### src/rtl/cone_bist_ctrl.sv
// cone_bist_ctrl: LFSR pattern source and MISR compactor that runs a BIST pass over an external combinational cone.
module cone_bist_ctrl #(
    parameter int N_IN = 14,
    parameter int N_OUT = 1,
    parameter int LFSR_W = 16,
    parameter logic [LFSR_W-1:0] LFSR_POLY = 16'hB400,
    parameter logic [LFSR_W-1:0] LFSR_SEED = 16'hACE1,
    parameter int MISR_W = 16,
    parameter logic [MISR_W-1:0] MISR_POLY = 16'hB400,
    parameter int CNT_W = 16
) (
    input  logic              CK,
    input  logic              CLR,
    input  logic              start_i,
    input  logic              abort_i,
    input  logic [CNT_W-1:0]  num_pat_i,
    input  logic [MISR_W-1:0] expect_i,
    input  logic [N_OUT-1:0]  resp_i,
    output logic [N_IN-1:0]   pat_o,
    output logic              pat_valid_o,
    output logic              busy_o,
    output logic              done_o,
    output logic              pass_o,
    output logic [MISR_W-1:0] signature_o
);
    typedef enum logic [1:0] {IDLE, RUN, DONE} state_t;
    state_t state, state_n;
    logic [LFSR_W-1:0] lfsr, lfsr_n;
    logic [MISR_W-1:0] misr, misr_n, exp_q, exp_n;
    logic [CNT_W-1:0] cnt, cnt_n;
    always_ff @(posedge CK) begin
        if (CLR) begin
            state <= IDLE;
            lfsr  <= LFSR_SEED;
            misr  <= '0;
            cnt   <= '0;
            exp_q <= '0;
        end else begin
            state <= state_n;
            lfsr  <= lfsr_n;
            misr  <= misr_n;
            cnt   <= cnt_n;
            exp_q <= exp_n;
        end
    end
    // An abort freezes everything, so the signature keeps only fully absorbed patterns.
    always_comb begin
        state_n = state;
        lfsr_n  = lfsr;
        misr_n  = misr;
        cnt_n   = cnt;
        exp_n   = exp_q;
        if (state == RUN) begin
            if (abort_i) begin
                state_n = IDLE;
            end else begin
                misr_n  = (misr >> 1) ^ (misr[0] ? MISR_POLY : '0) ^ MISR_W'(resp_i);
                lfsr_n  = (lfsr >> 1) ^ (lfsr[0] ? LFSR_POLY : '0);
                cnt_n   = cnt - 1'b1;
                state_n = (cnt == CNT_W'(1)) ? DONE : RUN;
            end
        end else if (start_i) begin
            exp_n   = expect_i;
            lfsr_n  = LFSR_SEED;
            misr_n  = '0;
            cnt_n   = num_pat_i;
            state_n = (|num_pat_i) ? RUN : DONE;
        end
    end
    assign pat_o       = lfsr[N_IN-1:0];
    assign busy_o      = state == RUN;
    assign pat_valid_o = state == RUN;
    assign done_o      = state == DONE;
    assign pass_o      = (state == DONE) && (misr == exp_q);
    assign signature_o = misr;
endmodule

### config.mk
export PLATFORM = sky130hd
export DESIGN_NAME = cone_bist_ctrl
export DESIGN_NICKNAME = d
export VERILOG_FILES = /design/src/rtl/cone_bist_ctrl.sv
export SDC_FILE = /design/constraint.sdc
export NUM_CORES = 1
export LEC_CHECK = 0
export ABC_AREA = 1
export CAP_MARGIN = 20
export CORE_UTILIZATION = 48
export DETAILED_ROUTE_END_ITERATION = 12
export PLACE_DENSITY = 0.74
export RECOVER_POWER = 50
export SLEW_MARGIN = 10
export SYNTH_ARGS = -nofsm -noshare
export SYNTH_HDL_FRONTEND = slang
export SYNTH_SLANG_ARGS = --single-unit
### constraint.sdc
create_clock -name CK -period 1.4 [get_ports CK]
set_input_delay 0.35 -clock CK [delete_from_list [all_inputs] [get_ports CK]]
set_output_delay 0.35 -clock CK [all_outputs]
set_load 0.01 [all_outputs]
# [Word-level counts from Yosys, hierarchy flattened]
# Cells that the tools add are included.
[op_classes] bitwise_logic=4 multipliers=0 eq_ne=5 magnitude_cmp=0 div=0 add_sub_neg=1 n_reduce_logical=5 n_shift=0 n_mux=16
[ops] operator="2-to-1 mux 16 bit" count=11
[ops] operator="XOR 15 x 16 -> 16 bit" count=2
[ops] operator="equality test 16 x 1 -> 1 bit, second input constant" count=1
[ops] operator="equality test 16 bit" count=1
[ops] operator="OR reduction 16 bit" count=1
[ops] operator="subtractor 16 x 1 -> 16 bit, second input constant" count=1
[ops] operator="XOR 16 x 1 -> 16 bit" count=1
[ops] operator="2-to-1 mux 2 bit" count=5
[ops] operator="AND reduction 2 bit" count=2
[ops] operator="equality test 2 x 1 -> 1 bit, second input constant" count=1
[ops] operator="equality test 2 bit, second input constant" count=1
[ops] operator="!= test 2 bit, second input constant" count=1
[ops] operator="nonzero test 2 bit" count=1
[ops] operator="logical AND 1 bit" count=1
[ops] operator="NOT 1 bit" count=1
[word_totals] n_memories=0 rom_bits=0 latch_bits=0 inputBits=37 reg_bits=66 output_inout_bits=34 ramBits=0

# [Longest topological paths before layout]
# Gate-level depths: netlist of run 1.
[depth] depth_word=5 ltp_mapped=10 mapped_depth_nobuf=10

# [Worst setup path after synthesis of run 1]
# Ideal clock, no wire load.
[synth_path] kind="register -> output" startpoint="reg misr[15] (netlist: signature_o[15])" endpoint="out pass_o" t_arrival_ps=1147 required_time_ps=1050 path_buffers=0 path_slack_ps=-97 path_stages_with_launch=8 path_cell_list="dfxtp_1 > inv_1 > nand2_1 > o21ai_0 > or2_2 > nor2_1 > nand3_1 > nor2_1"
[synth_via] elab_chain_len=2
[synth_rtl] element="start: declaration" line="29" source="logic [MISR_W-1:0] misr, misr_n, exp_q, exp_n;"
[synth_rtl] element="start signal: assignment" line="41" source="misr <= misr_n;"
[synth_rtl] element="equality test 16 bit" line="74" source="assign pass_o = (state == DONE) && (misr == exp_q);"
[synth_rtl] element="logical AND 1 bit" line="74"
[synth_rtl] element="end: declaration" line="23" source="output logic pass_o,"
# No other way between the ends.

# [Worst setup path in the final report of run 1]
[layout_path] startpoint="reg misr[3] (netlist: signature_o[3])" endpoint="out pass_o"
# The elaborated chain is that of the path after synthesis.

==> results.md, run 1 <==
* Status: complete, but fails checks
* Failing checks: setup timing
* Clock Sinks at 66
* Synth unique cells at 33
* H-tree depth at 3
* Die width at 86.1 um
* Clock Pin Slew Worst Setup and Hold Paths at 70 ps
* CP arrival at 1540 ps
* TNS Setup at -8720 ps
* Vias in the first global route at 3628
* Cells on worst reg2reg path at 11
* Starting DRT DRC Count at 281
* Gate Count Post-Synth at 485
* CP bufs+invs at 1
* I/O pin count at 71
* Initial antenna violation count at 0
* Number of synthesis warnings at 0
* Fillers at 400
* GR Util met2 at 0.504
* # rows at 30
* Critical Path End Type: output pin
* Total global routing overflow at 0
* Ant diodes at 0
* Max Cap Viol at 0
* First-pass GRT wire length at 17200 um
* Worst vdd ir at 0.556 mV
* Synthesized area per cell at 6.99 um^2
* First drt pass iteration count at 6
* Met1 Use GR at 0.374
* Pwr/cell area at 939 nW/um^2
* GRT Overall Usage at 0.300
* Reg area at 1350 um^2
* CTS tree: yes
* Synthesized flop and latch total at 66
* Fin area at 5600 um^2
* Final core occ at 0.824
* Yosys top cell by area: dfxtp_1
* Most Used Layer, Global Route: met2
* Ys flop type: dfxtp_1
* Post-Place Cell Area at 4490 um^2
* Top cells by area, synth: dfxtp_1, nand2_1, nor2_1
* Final Hold Violating Endpoints at 0
* Worst EP required at 1050 ps
* Post-route ant nets at 0
* Average vias per placed instance at 5.43
* Stages on the worst setup path at 6
* Post-synth EDFFs at 0
* Dpl hpwl at 6600 um
* Starting Density at 0.499
* Hold_ws at 473 ps
* Vias at 3949
* Final #Nets at 666
* Routed WL at 12400 um
* Worst Skew at 11.4 ps
* Tmin final at 1890 ps
* Slowest-stage cell, CP: dfxtp_2
* Critical path origin: signature_o[3]
* Port bufs at 70
* Die area at 7410 um^2
* FFs w/ async S/R, synth at 0
* Post-Syn Nets at 524
* Pin count of the biggest net entering global routing at 17
* CTS Buf Count at 9
* Setup CP Type: flop to output pin
* Worst-Skew Late Latency at 360 ps
* Clock Tree Root: clkbuf_8
* Syn Std Cell Area at 3390 um^2
* Total power at 5.26 mW
* Routed len/inst at 17.0 um
* P_leak at 2.46 nW
* Reg-to-reg startpoint: state[1]
* Layout cells sized above 1 at 0.444
* Drt drc at 0
* Crit-path leading delay family: flip-flops
* Slack of the critical path at -491 ps
* Unrepaired setup endpoints after global routing: yes
* Max Clk Rate at 0.529 GHz
* Synth-to-Final Area Change at 65.1%
* Post-route clock period utilization at 1.35
* Multi-input combinational cell area at 2170 um^2
* Crit path max fanout at 2
* Max-slew headroom at 0.773
* CP endpoint: pass_o
* Top-area cell type share of the netlist area at 0.390
* RR Endpoint: lfsr[15]
* Clock Tree Buf Depth at 2
* CORE AREA at 6790 um^2
* Routability cong. at 0.898
* CP peak stage delay at 340 ps
* Hold Path Class: flop to flop
* Vert. Die Dim at 86.1 um
* M3 GR Usage at 0.0654
* Final setup fails at 66
* CP Cell Sequence: xnor2_2 > o211ai_1 > nor2_4 > nand3_2 > nor2_2 > buf_2
* Slew Limit Fails at 0
* CP Launch Type: flop
* Worst slew pin tran at 339 ps
* Sequential-to-total area share from yosys stat at 0.390
* Setup slack, reg-to-reg at -250 ps
## cell usage after synthesis, types with 2 or more instances
master and number:
buf_4 17, o211ai_1 7, or2_2 2, clkbuf_2 3
buf_2 6, o21ai_0 32, inv_1 37, o21ai_1 8
o22ai_1 6, clkbuf_1 5, xor2_1 9, a21oi_1 43
ha_1 2, dfxtp_1 66, nand2_1 110, nor2_1 70
nor2_2 2, nor2_4 3, nand3_1 28, inv_2 4
xnor2_1 2, nand4_1 6, nand2_4 2, buf_6 6
## kinds of logic after synthesis
group / after synthesis / synth area share
AND/OR/NAND/NOR: 226 / 0.289
adder cells (fa/ha/maj): 2 / 0.00738
XOR/XNOR: 11 / 0.0284
flip-flops: 66 / 0.390
AO/OA/AOI/OAI: 101 / 0.162
buffers and inverters: 79 / 0.124
## cell usage in the layout (no fill, tap or decap), types with 10 or more instances in the layout
cell type and n:
a21oi_1 10, a21oi_2 34, buf_4 62, buf_6 25, clkbuf_8 11, clkdlybuf4s50_1 36, dfxtp_1 42, dfxtp_2 23
dlygate4sd2_1 14, inv_1 31, nand2_1 72, nand2_2 16, nand2_4 22, nand3_1 21, nor2_1 60, o21ai_0 21
o21ai_2 11
## registers in the layout (all words and copies together) (netlist names)
signal and count:
cnt 16, exp_q 16, lfsr 16, signature_o 16, state 2
## worst min-delay path: stages, from the launching register on
cell and delay [ps]:
dfxtp_2 340, nand2_4 60, a21oi_2 40
## routing by layer
metal	vias up	share of wire	wire length [um]
met5	-	0	0
met4	0	0.038	471
met3	45	0.070	862
met2	215	0.50	6200
met1	1849	0.39	4840
li1	1840	-	-
## worst min path at each step
stage	startpoint	endpoint	slack, ps	depth (start not counted)
after detailed placement	lfsr[3]	lfsr[3]	470	2
after CTS	lfsr[1]	lfsr[1]	480	2
after global placement	lfsr[15]	lfsr[14]	460	2
final	lfsr[4]	lfsr[4]	470	2
after global routing	lfsr[4]	lfsr[4]	480	2
after floorplan	lfsr[15]	lfsr[14]	440	2
## layout make-up
type                       count  share of cell area
inverter                      42              0.0326
clock inverter                 2             0.00223
timing repair inverter         1             0.00201
clock buffer                  13              0.0284
multi-input combinational    340               0.387
sequential                    66               0.242
timing repair buffer         167               0.284
tap                           96              0.0214
## through the flow
stage	worst slack, ps	cells
floorplan	5.51	485
global placement	-496	681
detailed placement	-486	681
CTS	-407	714
global route	-578	727
finish	-491	727
## power breakdown
group / total, mW / switching [mW] / internal [mW]
Combinational: 1.67 / 0.906 / 0.760
Clock: 1.47 / 0.744 / 0.728
Sequential: 2.12 / 0.120 / 2.00
## timing repair
action	4_1_cts	5_1_grt
resized for setup	166	146
endpoints found under the setup margin	71	88
hold buffers	0	0
pin swaps	11	36
setup buffers	14	15
cloned	4	1
Note: power is estimated with default switching activity, not from simulation.
==> run 2: changes to the inputs <==
ABC_AREA = not set   (was 1)
CTS_CLUSTER_DIAMETER = 30   (was not set)
PLACE_DENSITY = 0.75   (was 0.74)
==> results.md, run 2 <==
* Unrepaired setup endpoints after global routing: yes (unchanged)
* Port bufs at 70 (unchanged)
* Slowest-stage cell, CP: dfxtp_1 (was dfxtp_2)
* Ys flop type: dfxtp_1 (unchanged)
* Total global routing overflow at 0 (unchanged)
* Post-synth EDFFs at 0 (unchanged)
* I/O pin count at 71 (unchanged)
* Die area at 6900 um^2 (was 7410 um^2)
* Top-area cell type share of the netlist area at 0.419 (was 0.390)
* Most instantiated cells after synthesis: dfxtp_1, nand2_1, nor2_1 (was nand2_1, nor2_1, dfxtp_1)
* Sequential-to-total area share from yosys stat at 0.419 (was 0.390)
* Critical Path End Type: output pin (unchanged)
* CP Cell Sequence: xnor2_1 > nand4_1 > nor4_2 > and3_1 > buf_2 (was xnor2_2 > o211ai_1 > nor2_4 > nand3_2 > nor2_2 > buf_2)
* Commonest non-fill, non-tap cell in the layout: buf_4 (was nand2_1)
* Final Hold Violating Endpoints at 0 (unchanged)
* Crit path max fanout at 2 (unchanged)
* CP bufs+invs at 1 (unchanged)
* Clock Sinks at 66 (unchanged)
* Initial antenna violation count at 0 (unchanged)
* Worst-Skew Late Latency at 360 ps (about the same)
* Worst EP required at 1050 ps (about the same)
* First drt pass iteration count at 6 (unchanged)
* Routed WL at 17800 um (was 12400 um)
* Die width at 83.1 um (was 86.1 um)
* Routed len/inst at 27.8 um (was 17.0 um)
* Worst vdd ir at 0.816 mV (was 0.556 mV)
* CP peak stage delay at 330 ps (was 340 ps)
* CTS tree: yes (unchanged)
* Total power at 5.72 mW (was 5.26 mW)
* Setup CP Type: flop to output pin (unchanged)
* Multi-input combinational cell area at 2250 um^2 (was 2170 um^2)
* Synth unique cells at 50 (was 33)
* Average vias per placed instance at 6.71 (was 5.43)
* First-pass GRT wire length at 20700 um (was 17200 um)
* Final #Nets at 597 (was 666)
* P_leak at 2.46 nW (about the same)
* Vias at 4293 (was 3949)
* Drt drc at 0 (unchanged)
* Hold-fix buffers, CTS at 0 (unchanged)
* Top cells by area, synth: dfxtp_1, nand2_1, a22oi_1 (was dfxtp_1, nand2_1, nor2_1)
* GRT Overall Usage at 0.389 (was 0.300)
* Max Cap Viol at 0 (unchanged)
* Crit-path leading delay family: simple AND/OR/NAND/NOR gates (was flip-flops)
* Synthesized flop and latch total at 66 (unchanged)
* Ant diodes at 0 (unchanged)
* Number of synthesis warnings at 0 (unchanged)
* Fillers at 169 (was 400)
* Worst Skew at 7.64 ps (was 11.4 ps)
* Clock Tree Buf Depth at 2 (unchanged)
* Post-Syn Nets at 421 (was 524)
* Post-route ant nets at 0 (unchanged)
* Count leader, synth: dfxtp_1 (was nand2_1)
* CORE AREA at 6350 um^2 (was 6790 um^2)
* Starting DRT DRC Count at 417 (was 281)
* Worst slew pin tran at 483 ps (was 339 ps)
* Synthesized area per cell at 8.26 um^2 (was 6.99 um^2)
* CP arrival at 1810 ps (was 1540 ps)
* Pin count of the biggest net entering global routing at 28 (was 17)
* Syn Std Cell Area at 3160 um^2 (was 3390 um^2)
* Tmin final at 2160 ps (was 1890 ps)
* Clock Pin Slew Worst Setup and Hold Paths at 90 ps (was 70 ps)
* Starting Density at 0.497 (was 0.499)
* Synth-to-Final Area Change at 90.3% (was 65.1%)
* Yosys top cell by area: dfxtp_1 (unchanged)
* Status: complete, but fails checks (unchanged)
* FFs w/ async S/R, synth at 0 (unchanged)
* Slack of the critical path at -764 ps (was -491 ps)
* # rows at 29 (was 30)
* Slew Limit Fails at 0 (unchanged)
* Vert. Die Dim at 83.1 um (was 86.1 um)
* Most frequent cells in the layout: buf_4, buf_6, nand2_1 (was nand2_1, buf_4, nor2_1)
* Post-route clock period utilization at 1.55 (was 1.35)
* Reg area at 1380 um^2 (was 1350 um^2)
* Vias in the first global route at 3969 (was 3628)
* CP Launch Type: flop (unchanged)
* Clock Tree Root: clkbuf_8 (unchanged)
* Final core occ at 0.946 (was 0.824)
* Dpl hpwl at 6860 um (was 6600 um)
* Routability cong. at 0.866 (was 0.898)
* Gate Count Post-Synth at 382 (was 485)
* Fin area at 6010 um^2 (was 5600 um^2)
* CTS Buf Count at 9 (unchanged)
* Max-slew headroom at 0.675 (was 0.773)
* Max Clk Rate at 0.462 GHz (was 0.529 GHz)
* H-tree depth at 3 (unchanged)
* Failing checks: setup timing (unchanged)
* Final setup fails at 73 (was 66)
* Layout cells sized above 1 at 0.583 (was 0.444)
* Hold Path Class: primary input to flop (was flop to flop)
* Pwr/cell area at 953 nW/um^2 (was 939 nW/um^2)
* Post-Place Cell Area at 4530 um^2 (was 4490 um^2)
[run 2: cell count changes in the layout (fill, tap and decap cells not counted), sizes merged, moves of 15 or more]
cell / change
a22oi: +24
xnor2: +15
o21ai: -34
inv: -34
nand2: -47
nor2: -44
buf: +41
[run 2: what timing repair did]
item / CTS / global route
cloned: 5 / 3
endpoints found under the setup margin: 100 / 76
gates resized for setup: 205 / 124
setup buffers: 26 / 22
pin swaps: 53 / 57
[run 2: final timing paths]
check	start	endpoint	slack [ps]	depth (start not counted)
setup / recovery	exp_q[9]	pass_o	-760	5
setup reg to reg	cnt[1]	cnt[15]	-540	7
hold / removal	CLR	lfsr[7]	410	3
hold reg to reg	cnt[14]	cnt[14]	480	2
[run 2: cell families after synthesis]
group	count (synthesis)	share of synthesized area
AO/OA/AOI/OAI	87	0.184
XOR/XNOR	23	0.0638
adder cells (fa/ha/maj)	2	0.00793
buffers and inverters	47	0.0777
flip-flops	66	0.419
multiplexers	1	0.00357
AND/OR/NAND/NOR	156	0.245
[run 2: tightest hold or removal path: cells and delay by family]
kind / cells / cell delay (ps)
simple gates: 2 / 160
buf+inv: 1 / 210
[run 2: routing by layer]
metal,wire [um],vias to the layer above,track usage
met2,7990,419,0.652
met1,6070,2004,0.443
li1,-,1694,-
met3,2010,176,0.0736
met5,0,-,0
met4,1700,0,0.276
[run 2: cell type report]
type	count	share of cell area
Clock buffer	9	0.0206
Clock inverter	7	0.0169
Inverter	6	0.00500
Multi-Input combinational cell	269	0.375
Sequential cell	66	0.230
Tap cell	77	0.0160
Timing Repair Buffer	206	0.336
[run 2: power by group]
group / switching [mW] / total, mW / internal [mW]
combinational: 0.900 / 1.76 / 0.857
sequential: 0.106 / 2.07 / 1.96
clock: 0.879 / 1.90 / 1.02
total: 1.88 / 5.72 / 3.84
[run 2: through the flow]
stage                     setup TNS, ps  instances  hold slack (ps)  setup WS (ps)
after floorplan                    -351        382              428           -122
after CTS                         -6550        624              425           -486
after detailed placement         -27910        579              447           -554
after global placement           -26850        579              439           -535
after global routing             -17910        640              397           -832
final                            -16550        640              408           -764
